File: src/rtl/mem_stage_if.sv
// Data-memory request/response bus between the MEM stage (master) and data memory (slave).
interface mem_stage_if #(
    parameter int ADDR_W = 32,
    parameter int DATA_W = 32
);
    logic              dmem_req;
    logic              dmem_we;
    logic [ADDR_W-1:0] dmem_addr;
    logic [DATA_W-1:0] dmem_wdata;
    logic              dmem_ready;
    logic              dmem_rvalid;
    logic [DATA_W-1:0] dmem_rdata;

    modport master (
        output dmem_req, dmem_we, dmem_addr, dmem_wdata,
        input  dmem_ready, dmem_rvalid, dmem_rdata
    );

    modport slave (
        input  dmem_req, dmem_we, dmem_addr, dmem_wdata,
        output dmem_ready, dmem_rvalid, dmem_rdata
    );
endinterface

File: src/rtl/mem_stage.sv
// MEM pipeline stage: EX/MEM register, data-memory handshake FSM and registered write-back bundle.
// Optional MEM_MISALIGN_TRAP_EN: misaligned accesses trap (exc_misalignW) instead of reaching memory.
module mem_stage #(
    parameter int ADDR_W = 32,
    parameter int DATA_W = 32
) (
    input  logic        clk,
    input  logic        rst_n,
    input  logic        validE,
    input  logic [31:0] ALUOutE,
    input  logic [4:0]  rwE,
    input  logic [DATA_W-1:0] bE,
    input  logic        RegWriteE,
    input  logic        MemReadE,
    input  logic        MemWriteE,
    output logic        stallM,
    mem_stage_if.master dmem,
    output logic        validW,
    output logic        RegWriteW,
    output logic [4:0]  rwW,
    output logic [31:0] resultW
`ifdef MEM_MISALIGN_TRAP_EN
    ,
    output logic        exc_misalignW
`endif
);

    typedef enum logic [1:0] {
        S_IDLE,
        S_REQ,
        S_WAIT
    } state_e;

    state_e state_q, state_d;

    logic              valid_m_q;
    logic [31:0]       alu_m_q;
    logic [4:0]        rw_m_q;
    logic [DATA_W-1:0] b_m_q;
    logic              regwrite_m_q;
    logic              memread_m_q;
    logic              memwrite_m_q;

    logic              valid_w_q;
    logic              regwrite_w_q;
    logic [4:0]        rw_w_q;
    logic [31:0]       result_w_q;

    logic              is_store_m;
    logic              req_e;
    logic              misalign_m;
    logic              stall;
    logic              req;
    logic              complete;
    logic              load_done;
    state_e            capture_state;

    // Both MemRead and MemWrite set is a load, so a store needs MemRead clear.
    assign is_store_m = memwrite_m_q & ~memread_m_q;

`ifdef MEM_MISALIGN_TRAP_EN
    logic exc_w_q;
    assign req_e      = validE & (MemReadE | MemWriteE) & (ALUOutE[1:0] == 2'b00);
    assign misalign_m = valid_m_q & (memread_m_q | memwrite_m_q) & (alu_m_q[1:0] != 2'b00);
`else
    assign req_e      = validE & (MemReadE | MemWriteE);
    assign misalign_m = 1'b0;
`endif

    assign capture_state = req_e ? S_REQ : S_IDLE;

    always_comb begin
        // NOTE: every output of this block gets a default first, so no path leaves one unassigned and no latch is inferred.
        state_d   = state_q;
        stall     = 1'b0;
        req       = 1'b0;
        complete  = 1'b0;
        load_done = 1'b0;
        unique case (state_q)
            S_IDLE: begin
                // A valid M here is a non-memory op or a trapped misaligned access.
                complete = valid_m_q;
                state_d  = capture_state;
            end
            S_REQ: begin
                req = 1'b1;
                if (is_store_m) begin
                    if (dmem.dmem_ready) begin
                        complete = 1'b1;
                        state_d  = capture_state;
                    end else begin
                        stall = 1'b1;
                    end
                end else begin
                    stall = 1'b1;
                    if (dmem.dmem_ready) state_d = S_WAIT;
                end
            end
            S_WAIT: begin
                if (dmem.dmem_rvalid) begin
                    complete  = 1'b1;
                    load_done = 1'b1;
                    state_d   = capture_state;
                end else begin
                    stall = 1'b1;
                end
            end
            default: state_d = S_IDLE;
        endcase
    end

    // NOTE: sequential state uses non-blocking assignments so every register samples pre-edge values.
    always_ff @(posedge clk or negedge rst_n) begin
        if (!rst_n) begin
            state_q <= S_IDLE;
        end else begin
            state_q <= state_d;
        end
    end

    always_ff @(posedge clk or negedge rst_n) begin
        if (!rst_n) begin
            valid_m_q    <= 1'b0;
            alu_m_q      <= '0;
            rw_m_q       <= '0;
            b_m_q        <= '0;
            regwrite_m_q <= 1'b0;
            memread_m_q  <= 1'b0;
            memwrite_m_q <= 1'b0;
        end else if (!stall) begin
            valid_m_q    <= validE;
            alu_m_q      <= ALUOutE;
            rw_m_q       <= rwE;
            b_m_q        <= bE;
            regwrite_m_q <= RegWriteE;
            memread_m_q  <= MemReadE;
            memwrite_m_q <= MemWriteE;
        end
    end

    always_ff @(posedge clk or negedge rst_n) begin
        if (!rst_n) begin
            valid_w_q    <= 1'b0;
            regwrite_w_q <= 1'b0;
            rw_w_q       <= '0;
            result_w_q   <= '0;
        end else if (complete) begin
            valid_w_q    <= 1'b1;
            regwrite_w_q <= regwrite_m_q & ~misalign_m;
            rw_w_q       <= rw_m_q;
            result_w_q   <= load_done ? dmem.dmem_rdata : alu_m_q;
        end else begin
            // Bubble: destination and result keep their last values.
            valid_w_q    <= 1'b0;
            regwrite_w_q <= 1'b0;
        end
    end

`ifdef MEM_MISALIGN_TRAP_EN
    always_ff @(posedge clk or negedge rst_n) begin
        if (!rst_n) begin
            exc_w_q <= 1'b0;
        end else begin
            exc_w_q <= complete & misalign_m;
        end
    end
    assign exc_misalignW = exc_w_q;
`endif

    assign stallM          = stall;
    assign dmem.dmem_req   = req;
    assign dmem.dmem_we    = req & is_store_m;
    assign dmem.dmem_addr  = {alu_m_q[ADDR_W-1:2], 2'b00};
    assign dmem.dmem_wdata = b_m_q;

    assign validW    = valid_w_q;
    assign RegWriteW = regwrite_w_q;
    assign rwW       = rw_w_q;
    assign resultW   = result_w_q;

endmodule

File: src/flat_wrapper.sv
// flat-port wrapper written by rule: the top's interface ports become plain ports
module mem_stage_flat 
#(
    parameter int ADDR_W = 32,
    parameter int DATA_W = 32
)
  (clk, rst_n, validE, ALUOutE, rwE, bE, RegWriteE, MemReadE, MemWriteE, stallM, validW, RegWriteW, rwW, resultW, dmem_dmem_req, dmem_dmem_we, dmem_dmem_addr, dmem_dmem_wdata, dmem_dmem_ready, dmem_dmem_rvalid, dmem_dmem_rdata);
  mem_stage_if #(.ADDR_W(ADDR_W), .DATA_W(DATA_W)) dmem_i ();
  input  logic clk;
  input  logic rst_n;
  input  logic validE;
  input  logic [31:0] ALUOutE;
  input  logic [4:0] rwE;
  input  logic [DATA_W-1:0] bE;
  input  logic RegWriteE;
  input  logic MemReadE;
  input  logic MemWriteE;
  output logic stallM;
  output logic validW;
  output logic RegWriteW;
  output logic [4:0] rwW;
  output logic [31:0] resultW;
  output wire logic [$bits(dmem_i.dmem_req)-1:0] dmem_dmem_req;
  output wire logic [$bits(dmem_i.dmem_we)-1:0] dmem_dmem_we;
  output wire logic [$bits(dmem_i.dmem_addr)-1:0] dmem_dmem_addr;
  output wire logic [$bits(dmem_i.dmem_wdata)-1:0] dmem_dmem_wdata;
  input wire logic [$bits(dmem_i.dmem_ready)-1:0] dmem_dmem_ready;
  input wire logic [$bits(dmem_i.dmem_rvalid)-1:0] dmem_dmem_rvalid;
  input wire logic [$bits(dmem_i.dmem_rdata)-1:0] dmem_dmem_rdata;
  assign dmem_dmem_req = dmem_i.dmem_req;
  assign dmem_dmem_we = dmem_i.dmem_we;
  assign dmem_dmem_addr = dmem_i.dmem_addr;
  assign dmem_dmem_wdata = dmem_i.dmem_wdata;
  assign dmem_i.dmem_ready = dmem_dmem_ready;
  assign dmem_i.dmem_rvalid = dmem_dmem_rvalid;
  assign dmem_i.dmem_rdata = dmem_dmem_rdata;
  mem_stage #(.ADDR_W(ADDR_W), .DATA_W(DATA_W)) u_core (.clk(clk), .rst_n(rst_n), .validE(validE), .ALUOutE(ALUOutE), .rwE(rwE), .bE(bE), .RegWriteE(RegWriteE), .MemReadE(MemReadE), .MemWriteE(MemWriteE), .stallM(stallM), .dmem(dmem_i), .validW(validW), .RegWriteW(RegWriteW), .rwW(rwW), .resultW(resultW));
endmodule
File: config.mk
export PLATFORM = sky130hd
export DESIGN_NAME = mem_stage_flat
export DESIGN_NICKNAME = d
export VERILOG_FILES = /design/src/rtl/mem_stage_if.sv /design/src/rtl/mem_stage.sv /design/src/flat_wrapper.sv
export SDC_FILE = /design/constraint.sdc
export NUM_CORES = 1
export LEC_CHECK = 0
export ABC_AREA = 1
export CAP_MARGIN = 20
export CORE_UTILIZATION = 35
export CTS_BUF_LIST = sky130_fd_sc_hd__clkbuf_2 sky130_fd_sc_hd__clkbuf_4 sky130_fd_sc_hd__clkbuf_8
export DETAILED_ROUTE_END_ITERATION = 12
export PLACE_DENSITY = 0.67
export REMOVE_ABC_BUFFERS = 1
export SLEW_MARGIN = 20
export SYNTH_ARGS = -nofsm -noshare
export SYNTH_HDL_FRONTEND = slang
export SYNTH_SLANG_ARGS = --single-unit
File: constraint.sdc
create_clock -name clk -period 3.35 [get_ports clk]
set_clock_uncertainty 0.2 [all_clocks]
set_input_delay 0.67 -clock clk [delete_from_list [all_inputs] [get_ports clk]]
set_output_delay 0.67 -clock clk [all_outputs]
set_load 0.01 [all_outputs]
# --- Word level (Yosys, flattened, before mapping) ---
# Cells that the tools add are included.
# W data, S select, Z words.
op_classes:
  n_reduce_logical: 2
  bitwise: 5
  n_eq_ne: 4
  n_mux: 19
op_table:
  columns: ["op", "n"]
  rows:
  - ["$mux W32", 1]
  - ["$mux W1", 11]
  - ["$mux W2", 4]
  - ["$pmux W2 S3", 1]
  - ["$ne A2 B2 Y1 const B", 2]
  - ["$and A1 B1 Y1", 3]
  - ["$pmux W1 S3", 1]
  - ["$eq A2 B1 Y1 const B", 1]
  - ["$eq A2 B2 Y1 const B", 1]
  - ["$logic_not A2 Y1", 1]
  - ["$pmux W1 S2", 1]
  - ["$reduce_and A2 Y1", 1]
  - ["$not A1 Y1", 1]
  - ["$or A1 B1 Y1", 1]
totals:
  elab_cells: 42
  register_bits: 114
  out_inout_bits: 106
  input_bits: 109

# --- Depth between registers and ports, before layout ---
depth:
  depth_word: 6
  ltp_mapped: 12
  ltp_nobuf: 9

# --- Worst setup path before layout ---
# OpenSTA, ideal clock, no wires.
synth_timing:
  path_kind: "input -> output"
  from: "input port dmem_dmem_rvalid"
  to: "output port stallM"
  t_required_ns: 2.480
  arrival_time_ns: 1.433
  cell_stages: 8
  setup_slack_ns: 1.047
  cell_sequence: "buf_4 > inv_2 > nand2_1 > nand2_1 > nand2_1 > buf_4 > buf_4 > inv_1"
synth_between:
  elab_chain_len: 2
synth_rtl:
  columns: ["item", "line", "source"]
  rows:
  - ["from (decl)", "flat_wrapper.sv:28", "input wire logic [$bits(dmem_i.dmem_rvalid)-1:0] dmem_dmem_rvalid;"]
  - ["$mux W1", "mem_stage.sv:100", "if (dmem.dmem_rvalid) begin"]
  - ["$pmux W1 S2", "mem_stage.sv:79", "unique case (state_q)"]
  - ["to (decl)", "flat_wrapper.sv:18", "output logic stallM;"]
# No other way between the ends.

# --- Worst setup path in the final report ---
layout_timing:
  from: "register u_core.state_q[1]"
  to: "output port stallM"
layout_between:
  elab_chain_len: 2
  word_cells_on_any_way: 3
layout_rtl:
  columns: ["item", "line", "source"]
  rows:
  - ["from (decl)", "mem_stage.sv:34", "state_e state_q, state_d;"]
  - ["from (signal assigned)", "mem_stage.sv:117", "state_q <= state_d;"]
  - ["$eq A2 B2 Y1 / $eq A2 B1 Y1 (equally long branches)", "mem_stage.sv:79", null]
  - ["$pmux W1 S2 *", "mem_stage.sv:79", null]
# Mark *: on every way between the ends. The rest lies on a longest branch, timed or not.

==> results.tsv <==
metric	value	unit
path_clk_slew	0.07	ns
ys_ff_latch	114	
ys.warnings.count	0	
cts_tree	built	
post_cts_resize_count	0	
crit_path_start_kind	flip-flop	
result_of_the_run	complete, no violations	
fill_cells	1452	
synth-edff-count	0	
rows	45	
cts_buffers	17	
timing.critical_path.fanout_max	5	
power_density	887	mW/mm^2
floorplan.die.width	126	um
cap_violations	0	
htreeDepth	4	
core_region_area	0.0151	mm^2
port_buffers	212	
detailedRoute.firstPassIterationCount	4	
tritoncts_num_sinks	114	
detail_route.drc_violations	0	
post_layout_cell_count	1024	
routed_via_density	4.70	
timing_hold_violations_final	0	
worstSkewPairLatency	0.43	ns
holdBufCountCts	0	
timing.critical_path.slowest_stage_cell	sky130_fd_sc_hd__clkdlybuf4s50_1	
areaGrowthSynthToFinish	42.8	%
netlist_area	0.00541	mm^2
syn-mean-instance-area	8.21	um^2
setup-violations-final	0	
final_core_util	0.510	
first_iter_violations	236	
initial_core_util	0.357	
placed_cells	992	
final_period_minus_worst_setup_slack	2.89	ns
dp_hpwl	9350	um
critPathArrivalTime	2.02	ns
crit_path_max_incr_delay	0.55	ns
holdCritPathClass	primary input to async pin	
layout.nets	937	
static_leakage_power	3.80	nW
totalWireLength	15300	um
maxSlewHeadroom	0.446	
timing.critical_path.required	2.48	ns
worstMarginPinSlew	0.830	ns
detailroute.via_count	4813	
root_buffer	sky130_fd_sc_hd__clkbuf_8	
synth_cells	659	
wl_per_cell	14.9	um
grt_overflow_total	0	
cp-end-kind	primary output	
dieArea	0.0160	mm^2
grt_setup_unrepaired	false	
worstPathCellList	inv_1 > ha_1 > nand2_1 > nand2_2 > nand2_2 > inv_1 > clkdlybuf4s50_1	
gpl.final_weighted_congestion	0.756	
synth_flop_cell	sky130_fd_sc_hd__dfrtp_1	
synth.distinct_cells	20	
grt_start_max_net_pins	75	
peak_supply_drop	0.000462	V
clockBufferDepth	2	
post-route-period-util	0.863	
post_route_cells_drive_above_1_share	0.0754	
diodes	0	
io_pins	215	
ys_async_sr_fraction	1.00	
grt_antenna_before_repair	0	
route.antenna.remaining_nets	0	
die_h	126	um
critical_path_class	flip-flop to primary output	
postCtsSetupBuffers	0	
grt.total_usage	0.205	
grt_first_pass_wirelength	25600	um
max_clock_freq	346	MHz
ys_seq_area_frac	0.527	
final-max-slew-violation-count	0	
grt_pass1_vias	4910	
-- sequential cells by signal, summed over array words and instances (netlist names) --
register                cells
u_core.state_q              2
u_core.memwrite_m_q         1
u_core.validW               1
u_core.rwW                  5
u_core.dmem.dmem_wdata     32
u_core.valid_m_q            1
u_core.memread_m_q          1
u_core.rw_m_q               5
u_core.regwrite_m_q         1
u_core.resultW             32
u_core.RegWriteW            1
u_core.alu_m_q             32
-- cells in the mapped netlist, types with 2 or more instances --
| cell type | instances | share of area |
|---|---|---|
| sky130_fd_sc_hd__buf_1 | 4 | 0.0028 |
| sky130_fd_sc_hd__buf_2 | 15 | 0.014 |
| sky130_fd_sc_hd__buf_4 | 50 | 0.069 |
| sky130_fd_sc_hd__buf_6 | 3 | 0.0062 |
| sky130_fd_sc_hd__clkbuf_1 | 6 | 0.0042 |
| sky130_fd_sc_hd__dfrtp_1 | 114 | 0.53 |
| sky130_fd_sc_hd__ha_1 | 5 | 0.012 |
| sky130_fd_sc_hd__inv_1 | 10 | 0.0069 |
| sky130_fd_sc_hd__inv_2 | 2 | 0.0014 |
| sky130_fd_sc_hd__nand2_1 | 284 | 0.20 |
| sky130_fd_sc_hd__nand2_2 | 11 | 0.013 |
| sky130_fd_sc_hd__nand3_1 | 145 | 0.13 |
| sky130_fd_sc_hd__nor2_1 | 3 | 0.0021 |
-- worst paths after layout --
kind,slack (ns),cells after the start,startpoint,to
max in group asynchronous,2.21,2,rst_n,u_core.dmem.dmem_wdata[16]
min in group clk,0.27,2,u_core.resultW[30],u_core.resultW[30]
hold / removal,0.02,1,rst_n,u_core.RegWriteW
hold reg to reg,0.27,2,u_core.resultW[30],u_core.resultW[30]
setup / recovery,0.46,7,u_core.state_q[1],stallM
setup reg to reg,1.01,11,u_core.state_q[0],u_core.resultW[1]
-- layout by cell type, fill, tap and decap left out, types with 2 or more instances in the layout --
cell type                         instances
sky130_fd_sc_hd__nand2_1                282
sky130_fd_sc_hd__clkdlybuf4s50_1        210
sky130_fd_sc_hd__nand3_1                145
sky130_fd_sc_hd__dfrtp_1                114
sky130_fd_sc_hd__clkbuf_8                20
sky130_fd_sc_hd__nand2_2                 13
sky130_fd_sc_hd__inv_1                   10
sky130_fd_sc_hd__buf_4                   10
sky130_fd_sc_hd__clkinv_2                 4
sky130_fd_sc_hd__nor2_1                   3
sky130_fd_sc_hd__ha_1                     3
sky130_fd_sc_hd__clkbuf_4                 3
sky130_fd_sc_hd__clkinvlp_4               3
sky130_fd_sc_hd__inv_2                    2
sky130_fd_sc_hd__ha_2                     2
sky130_fd_sc_hd__conb_1                   2
sky130_fd_sc_hd__buf_12                   2
-- metal layers --
metal / global-route usage / wire [um] / vias up
met2: 0.329 / 7100 / 180
met5: 0 / 0 / -
met3: 0.0607 / 1140 / 16
met4: 0.0751 / 227 / 0
li1: - / - / 2387
met1: 0.262 / 6810 / 2230
-- cells by family after synthesis --
family / Yosys count / share of synthesized area
flops: 114 / 0.527
buf+inv: 91 / 0.108
simple gates: 446 / 0.351
other cells: 1 / 0.000693
compound gates: 2 / 0.00231
fa+ha+maj: 5 / 0.0116
-- critical path: cells and delay by family (launching register included) --
| kind | cells | cell delay, ns |
|---|---|---|
| adders and majority gates | 1 | 0.24 |
| buffers and inverters | 3 | 0.71 |
| DFF | 1 | 0.43 |
| and+or+nand+nor | 3 | 0.23 |
-- report_power, final --
group / internal [mW] / leakage [nW] / switching (mW)
sequential: 1.93 / 1.37 / 0.351
clock: 0.665 / 0.192 / 0.564
combinational: 1.48 / 2.24 / 1.87
-- final cells by class --
| cell class | count | area [um^2] | area share |
|---|---|---|---|
| sequential | 114 | 2850 | 0.369 |
| timing repair buffer | 223 | 2220 | 0.288 |
| multi-input combinational | 455 | 1990 | 0.258 |
| clock buffer | 23 | 298 | 0.0386 |
| tap | 188 | 235 | 0.0305 |
| clock inverter | 9 | 81.3 | 0.0105 |
| inverter | 12 | 45.0 | 0.00583 |
-- stage by stage --
stage	hold slack (ns)	setup WS [ns]	TNS, ns	total power, mW	cell area [um^2]
2_1_floorplan	0.174	-1.83	-91.81	3.88	4880
3_3_place_gp	0.253	0.465	0	5.66	7340
3_5_place_dp	0.257	0.477	0	5.69	7340
4_1_cts	0.0193	0.401	0	6.96	7720
5_1_grt	0.0416	0.338	0	7.43	7720
6_report	0.0226	0.459	0	6.85	7720
No activity file was read; power rests on OpenSTA's default activity.
